`src/rtl/seg7_reader.sv`:
```
`default_nettype none
// ============================================================================
// Module   : seg7_reader
// Purpose  : Collects four active-low 7-segment patterns, decodes each to a
//            hex nibble and presents the assembled 16-bit word with an error
//            flag over a valid/ready handshake.
// Revision : 1.0 - initial release
// ============================================================================
module seg7_reader (
  input  logic        clk,
  input  logic        reset,
  input  logic [6:0]  seg_in,
  input  logic        seg_valid,
  output logic        seg_ready,
  input  logic        flush,
  output logic [15:0] word,
  output logic        word_err,
  output logic        word_valid,
  input  logic        word_ready,
  output logic [1:0]  digit_cnt
);

  localparam logic [0:0] S_COLLECT = 1'b0;
  localparam logic [0:0] S_HOLD    = 1'b1;

  logic [0:0]  r_state;
  logic [1:0]  r_cnt;
  logic [15:0] r_asm;
  logic        r_err_pend;
  logic [15:0] r_word;
  logic        r_word_err;

  logic [3:0]  w_nib;
  logic        w_illegal;
  logic        w_accept;
  logic [15:0] w_asm_next;
  logic        w_err_next;

  // Segment pattern to nibble; unknown patterns decode to 0 and raise illegal
  always_comb begin
    w_nib     = 4'h0;
    w_illegal = 1'b0;
    case (seg_in)
      7'h40: w_nib = 4'h0;
      7'h79: w_nib = 4'h1;
      7'h24: w_nib = 4'h2;
      7'h30: w_nib = 4'h3;
      7'h19: w_nib = 4'h4;
      7'h12: w_nib = 4'h5;
      7'h02: w_nib = 4'h6;
      7'h78: w_nib = 4'h7;
      7'h00: w_nib = 4'h8;
      7'h10: w_nib = 4'h9;
      7'h08: w_nib = 4'hA;
      7'h03: w_nib = 4'hB;
      7'h46: w_nib = 4'hC;
      7'h21: w_nib = 4'hD;
      7'h06: w_nib = 4'hE;
      7'h0E: w_nib = 4'hF;
      default: w_illegal = 1'b1;
    endcase
  end

  // A flush in COLLECT wins over a pattern presented in the same cycle
  assign w_accept = seg_valid & (r_state == S_COLLECT) & ~flush;

  // First digit lands in bits 15:12; the register is cleared between words,
  // so OR-ing the shifted nibble is enough to place it
  assign w_asm_next = r_asm | ({w_nib, 12'h000} >> {r_cnt, 2'b00});
  assign w_err_next = r_err_pend | w_illegal;

  // Control FSM, word assembly and output word registers
  always_ff @(posedge clk or posedge reset) begin
    if (reset) begin
      r_state    <= S_COLLECT;
      r_cnt      <= 2'd0;
      r_asm      <= 16'h0000;
      r_err_pend <= 1'b0;
      r_word     <= 16'h0000;
      r_word_err <= 1'b0;
    end else begin
      case (r_state)
        S_COLLECT: begin
          if (flush) begin
            r_cnt      <= 2'd0;
            r_asm      <= 16'h0000;
            r_err_pend <= 1'b0;
          end else if (w_accept) begin
            if (r_cnt == 2'd3) begin
              r_word     <= w_asm_next;
              r_word_err <= w_err_next;
              r_cnt      <= 2'd0;
              r_asm      <= 16'h0000;
              r_err_pend <= 1'b0;
              r_state    <= S_HOLD;
            end else begin
              r_asm      <= w_asm_next;
              r_err_pend <= w_err_next;
              r_cnt      <= r_cnt + 2'd1;
            end
          end
        end
        default: begin
          if (word_ready) begin
            r_state <= S_COLLECT;
          end
        end
      endcase
    end
  end

  assign seg_ready  = (r_state == S_COLLECT);
  assign word_valid = (r_state == S_HOLD);
  assign word       = r_word;
  assign word_err   = r_word_err;
  assign digit_cnt  = r_cnt;

endmodule
`default_nettype wire
```
`config.mk`:
```
export PLATFORM = sky130hd
export DESIGN_NAME = seg7_reader
export DESIGN_NICKNAME = d
export VERILOG_FILES = /design/src/rtl/seg7_reader.sv
export SDC_FILE = /design/constraint.sdc
export NUM_CORES = 1
export LEC_CHECK = 0
export CAP_MARGIN = 20
export CELL_PAD_IN_SITES_DETAIL_PLACEMENT = 0
export CELL_PAD_IN_SITES_GLOBAL_PLACEMENT = 2
export CORE_MARGIN = 2
export CORE_UTILIZATION = 32
export DETAILED_ROUTE_END_ITERATION = 16
export GPL_ROUTABILITY_DRIVEN = 0
export MAX_ROUTING_LAYER = met4
export PLACE_DENSITY = 0.76
export SYNTH_ARGS = -nofsm -noshare
export SYNTH_HDL_FRONTEND = slang
export SYNTH_SLANG_ARGS = --single-unit
export TNS_END_PERCENT = 30
```
`constraint.sdc`:
```
create_clock -name clk -period 1.75 [get_ports clk]
set_input_delay 0.2625 -clock clk [delete_from_list [all_inputs] [get_ports clk]]
set_output_delay 0.2625 -clock clk [all_outputs]
set_load 0.05 [all_outputs]
```
# [Yosys cells after proc, flatten, opt, wreduce, memory -nomap -nowiden]
# Index checks and enable logic that the tools add are counted.
[word_totals] regBits=37 inputBits=12 output_inout_bits=21 elab_cells=51
[classes] addsub=1 n_eq_ne=16 shifts=1 n_mux=16 bitwise=6 reduce_logical=5
[op_table] cell="$pmux 4 s15" count=1
[op_table] cell="$mux 16" count=3
[op_table] cell="$eq 7x7->1 const B" count=4
[op_table] cell="$eq 7x5->1 const B" count=3
[op_table] cell="$eq 7x6->1 const B" count=3
[op_table] cell="$or 16x16->16" count=1
[op_table] cell="$reduce_or 16->1" count=1
[op_table] cell="$shr 16x4->16" count=1
[op_table] cell="$eq 7x2->1 const B" count=2
[op_table] cell="$eq 7x4->1 const B" count=2
[op_table] cell="$mux 1" count=9
[op_table] cell="$eq 7x3->1 const B" count=1
[op_table] cell="$logic_not 7->1" count=1
[op_table] cell="$mux 2" count=3
[op_table] cell="$reduce_and 4->1" count=1
[op_table] cell="$add 2x1->2 const B" count=1
[op_table] cell="$and 1x1->1" count=2
[op_table] cell="$eq 2x2->1 const B" count=1
[op_table] cell="$not 1->1" count=2
[op_table] cell="$reduce_and 2->1" count=1
[op_table] cell="$reduce_bool 2->1" count=1
[op_table] cell="$or 1x1->1" count=1

# [Logic depth before layout (Yosys ltp)]
[depth] word_depth=7 mapped_depth=6 depth_no_buf=5

# [Worst setup path after synthesis]
# OpenSTA, ideal clock, no wires.
[synth_timing] path_type="register to register" start="reg r_state, in the netlist word_valid" end="reg r_asm[0]" setup_time_ns=0.080 t_arrival_ns=1.746 t_required_ns=1.670 setup_slack_ns=-0.075 stages_incl_launch_ff=6 n_path_buf=1 synth_period_minus_slack_ns=1.825 cell_sequence="dfrtp_1 -> inv_1 -> nand2_1 -> clkbuf_1 -> nand2_1 -> o21ai_1"
[synth_between] elab_chain_len=5
[synth_lines] element="start: declaration" line_no="26" source="logic [0:0] r_state;"
[synth_lines] element="start signal: assignment" line_no="75" source="r_state <= S_COLLECT;"
[synth_lines] element="start signal: assignment" line_no="95" source="r_state <= S_HOLD;"
[synth_lines] element="start signal: assignment" line_no="105" source="r_state <= S_COLLECT;"
[synth_lines] element="$not 1->1 (no source line) (*)"
[synth_lines] element="named net seg_ready" line_no="14" source="output logic seg_ready,"
[synth_lines] element="$and 1x1->1 (2 in a row)" line_no="65" source="assign w_accept = seg_valid & (r_state == S_COLLECT) & ~flush;"
[synth_lines] element="$reduce_bool 2->1 (no source line)"
[synth_lines] element="$reduce_and 2->1 (no source line) (*)"
[synth_lines] element="end signal: assignment" line_no="97" source="r_asm <= w_asm_next;"
[synth_lines] element="end: declaration" line_no="28" source="logic [15:0] r_asm;"
# The timed path passes the listed nets; every way through them passes the cells marked *.
# A chain may end at the register's enable or synchronous reset.

# [Final worst setup path]
[layout_timing] start="in seg_in[5]" end="reg r_word_err, in the netlist word_err"
[layout_between] elab_chain_len=4 word_cells_on_any_way=19 cone_classes="15 x eq/ne; 1 x mux; 1 x bitwise; 2 x reduce/logical"
[layout_lines] element="start: declaration" line_no="12" source="input logic [6:0] seg_in,"
[layout_lines] element="$eq 7x4->1 (tied with other cells)" line_no="43" source="case (seg_in)"
[layout_lines] element="$reduce_or 16->1 (no source line) (*)"
[layout_lines] element="$mux 1 (*)" line_no="43"
[layout_lines] element="$or 1x1->1 (*)" line_no="70" source="assign w_err_next = r_err_pend | w_illegal;"
[layout_lines] element="end signal: assignment" line_no="91" source="r_word_err <= w_err_next;"
[layout_lines] element="end: declaration" line_no="31" source="logic r_word_err;"
# Mark *: on every way between the ends. The rest lies on a longest branch, timed or not.

==> qor.yml <==
floorplan:
  fp.dieW_um: 81.5
  ios: 33
  die_area_um2: 6650
  core.rowCount: 28
  core_area_um2: 5850
  initial_core_util_pct: 32.9
  die_h_um: 81.5
synthesis:
  yosysMostFrequentCell: "nor2_1"
  syn-num-nets: 225
  ys_types: 45
  ys_seq_elements: 37
  synth_area_leaders: "dfrtp_1, nor2_1, nand2_1"
  avgSynthCellArea_um2: 9.08
  syn_inst: 212
  netlist_area_um2: 1920
  yosys_warnings: 0
  synth-edff-count: 0
  ys_top_cells_by_count: "nor2_1, dfrtp_1, nand2_1"
  yosysTopAreaCell: "dfrtp_1"
  synth_top_cell_area_share_pct: 48.1
  synthArstFlopShare_pct: 100
  ys.flop_type: "dfrtp_1"
  yosysSeqAreaShare_pct: 48.1
timing:
  min_period_ns: 1.66
  setup_viol: 0
  period_share_pct: 95.0
  hold_viol: 0
  whs_ns: 0.331
  rsz0062_at_grt: "no"
  fmax_ghz: 0.602
  worstMarginPinSlew_ns: 0.396
  fin_tns_setup_ns: 0
  skew_ns: 0.00636
  relSlewSlack_pct: 73.2
  fin_ws_ns: 0.0881
  finalMaxSlewViolations: 0
clock_tree:
  cts_htree_levels: 2
  cts_tree: "done"
  numCtsBuffers: 5
  clockRootBuffer: "clkbuf_8"
  insertion_delay_ns: 0.29
  clockBufferDepth: 2
  clock-sinks: 37
  clk_pin_slew_ns: 0.07
routing:
  wl_per_cell_um: 13.9
  vias_per_cell: 4.93
  final_antenna_net_count: 0
  drt_iter0_markers: 52
  vias: 1766
  finalWirelength_mm: 4.99
  drc_errors: 0
  dr.pass1.iters: 4
power:
  p_leak_nw: 1.34
  power_density_nw_per_um2: 1030
  peakVddDrop_v: 0.000482
  p_total_mw: 2.82
final_layout:
  final_layout_size_suffix_gt1_share_pct: 29.7
  final_util_pct: 47.0
  design_area_um2: 2750
  area_growth_pct: 42.9
  nets: 295
  final_cell_count_no_fill: 358
  diodes: 0
  nFillCells: 587
run_status:
  status: "complete, no violations"
job:
  maxCapViolCount: 0
global_route:
  antenna_found_initial: 0
  grt_pass1_wl_mm: 8.22
  grtUsageTotal_pct: 16.6
  overflow: 0
  grt_max_degree: 38
  grt_pass1_vias: 1758
setup_path:
  worstPathArrival_ns: 1.87
  worstPathRequired_ns: 1.96
  endpoint_kind: "flip-flop"
  crit_type: "primary input to flip-flop"
  cp-start-kind: "primary input"
  cp_max_fo: 6
place:
  post_dp_cell_area_um2: 2570
  io_buffer_count: 32
  dp.cells: 347
  dp_hpwl_mm: 3.64
  place_ws_ns: -0.515
worst_hold_path:
  min_path_type: "primary input to asynchronous set/reset pin"
worst max-delay path, stage by stage:
cell,delay (ns)
clkdlybuf4s50_1,0.50
buf_4,0.15
nor3_1,0.06
buf_4,0.15
o21a_1,0.11
or4_4,0.48
o21ai_1,0.15
power by group:
| group | switching, mW | total [mW] | internal, mW |
|---|---|---|---|
| Clock | 0.307 | 0.582 | 0.275 |
| Sequential | 0.0805 | 1.08 | 1.00 |
| Combinational | 0.775 | 1.16 | 0.382 |
layout make-up:
class                      instances  area, um^2  share of cell area (%)
multi-input combinational        162         963                    35.0
sequential                        37         928                    33.8
timing repair buffer              74         667                    24.2
tap                               75        93.8                    3.41
clock buffer                       5        68.8                    2.50
clock inverter                     3        17.5                   0.637
inverter                           2        11.3                   0.409
final timing paths:
check	from	end	slack, ns	depth (start not counted)
setup / recovery	seg_in[5]	word_err	0.09	7
hold / removal	reset	word[4]	0.33	3
setup reg to reg	word_valid	r_asm[15]	0.22	5
hold reg to reg	r_asm[11]	r_asm[11]	0.49	2
max in group asynchronous	reset	word_valid	1.23	3
min in group clk	r_asm[11]	r_asm[11]	0.49	2
what timing repair did:
item,in CTS,in global routing
resized for setup,6,7
pin swaps,3,1
hold buffers,0,0
endpoints found under the hold margin,0,0
buffers inserted,1,1
cloned,0,1
setup endpoints to repair,25,32
kinds of logic after synthesis:
family | share of synthesized area, %
mux | 0.520
fa+ha+maj | 0.650
compound gates | 19.9
simple gates | 26.9
flops | 48.1
buf+inv | 3.97
routing by layer:
layer,vias up,wire length [um],track usage [%]
met1,813,2370,21.0
met2,40,2360,26.6
li1,903,-,-
met3,10,166,2.75
met4,0,99,6.78
met5,-,0,-
cells in the final DEF (no fill, tap or decap), types with 2 or more instances in the layout:
master,Yosys,layout
o22ai_1,12,12
dlymetal6s2s_1,0,4
clkdlybuf4s50_1,0,5
and3_1,2,2
or4b_1,2,2
buf_12,0,6
nor2b_1,4,4
clkbuf_8,0,5
nor3_1,4,3
buf_4,2,55
and4b_1,2,2
a21oi_1,4,4
nand4_1,3,3
nor4bb_1,2,2
clkinvlp_4,0,2
nand2_1,26,26
dfrtp_2,0,2
o211ai_1,3,3
nor2_1,41,41
and2_1,2,2
clkinv_2,0,2
nor3b_1,3,3
dlygate4sd2_1,0,2
dfrtp_1,37,35
and3b_1,3,3
o21ai_1,14,13
o21ai_0,12,12
nand3_1,2,2
flip-flops by register name, indices dropped and copies added (netlist names):
register and count:
word_err 1, r_err_pend 1, digit_cnt 2, word 16, word_valid 1, r_asm 16
Power figures use the tool's default switching activity.
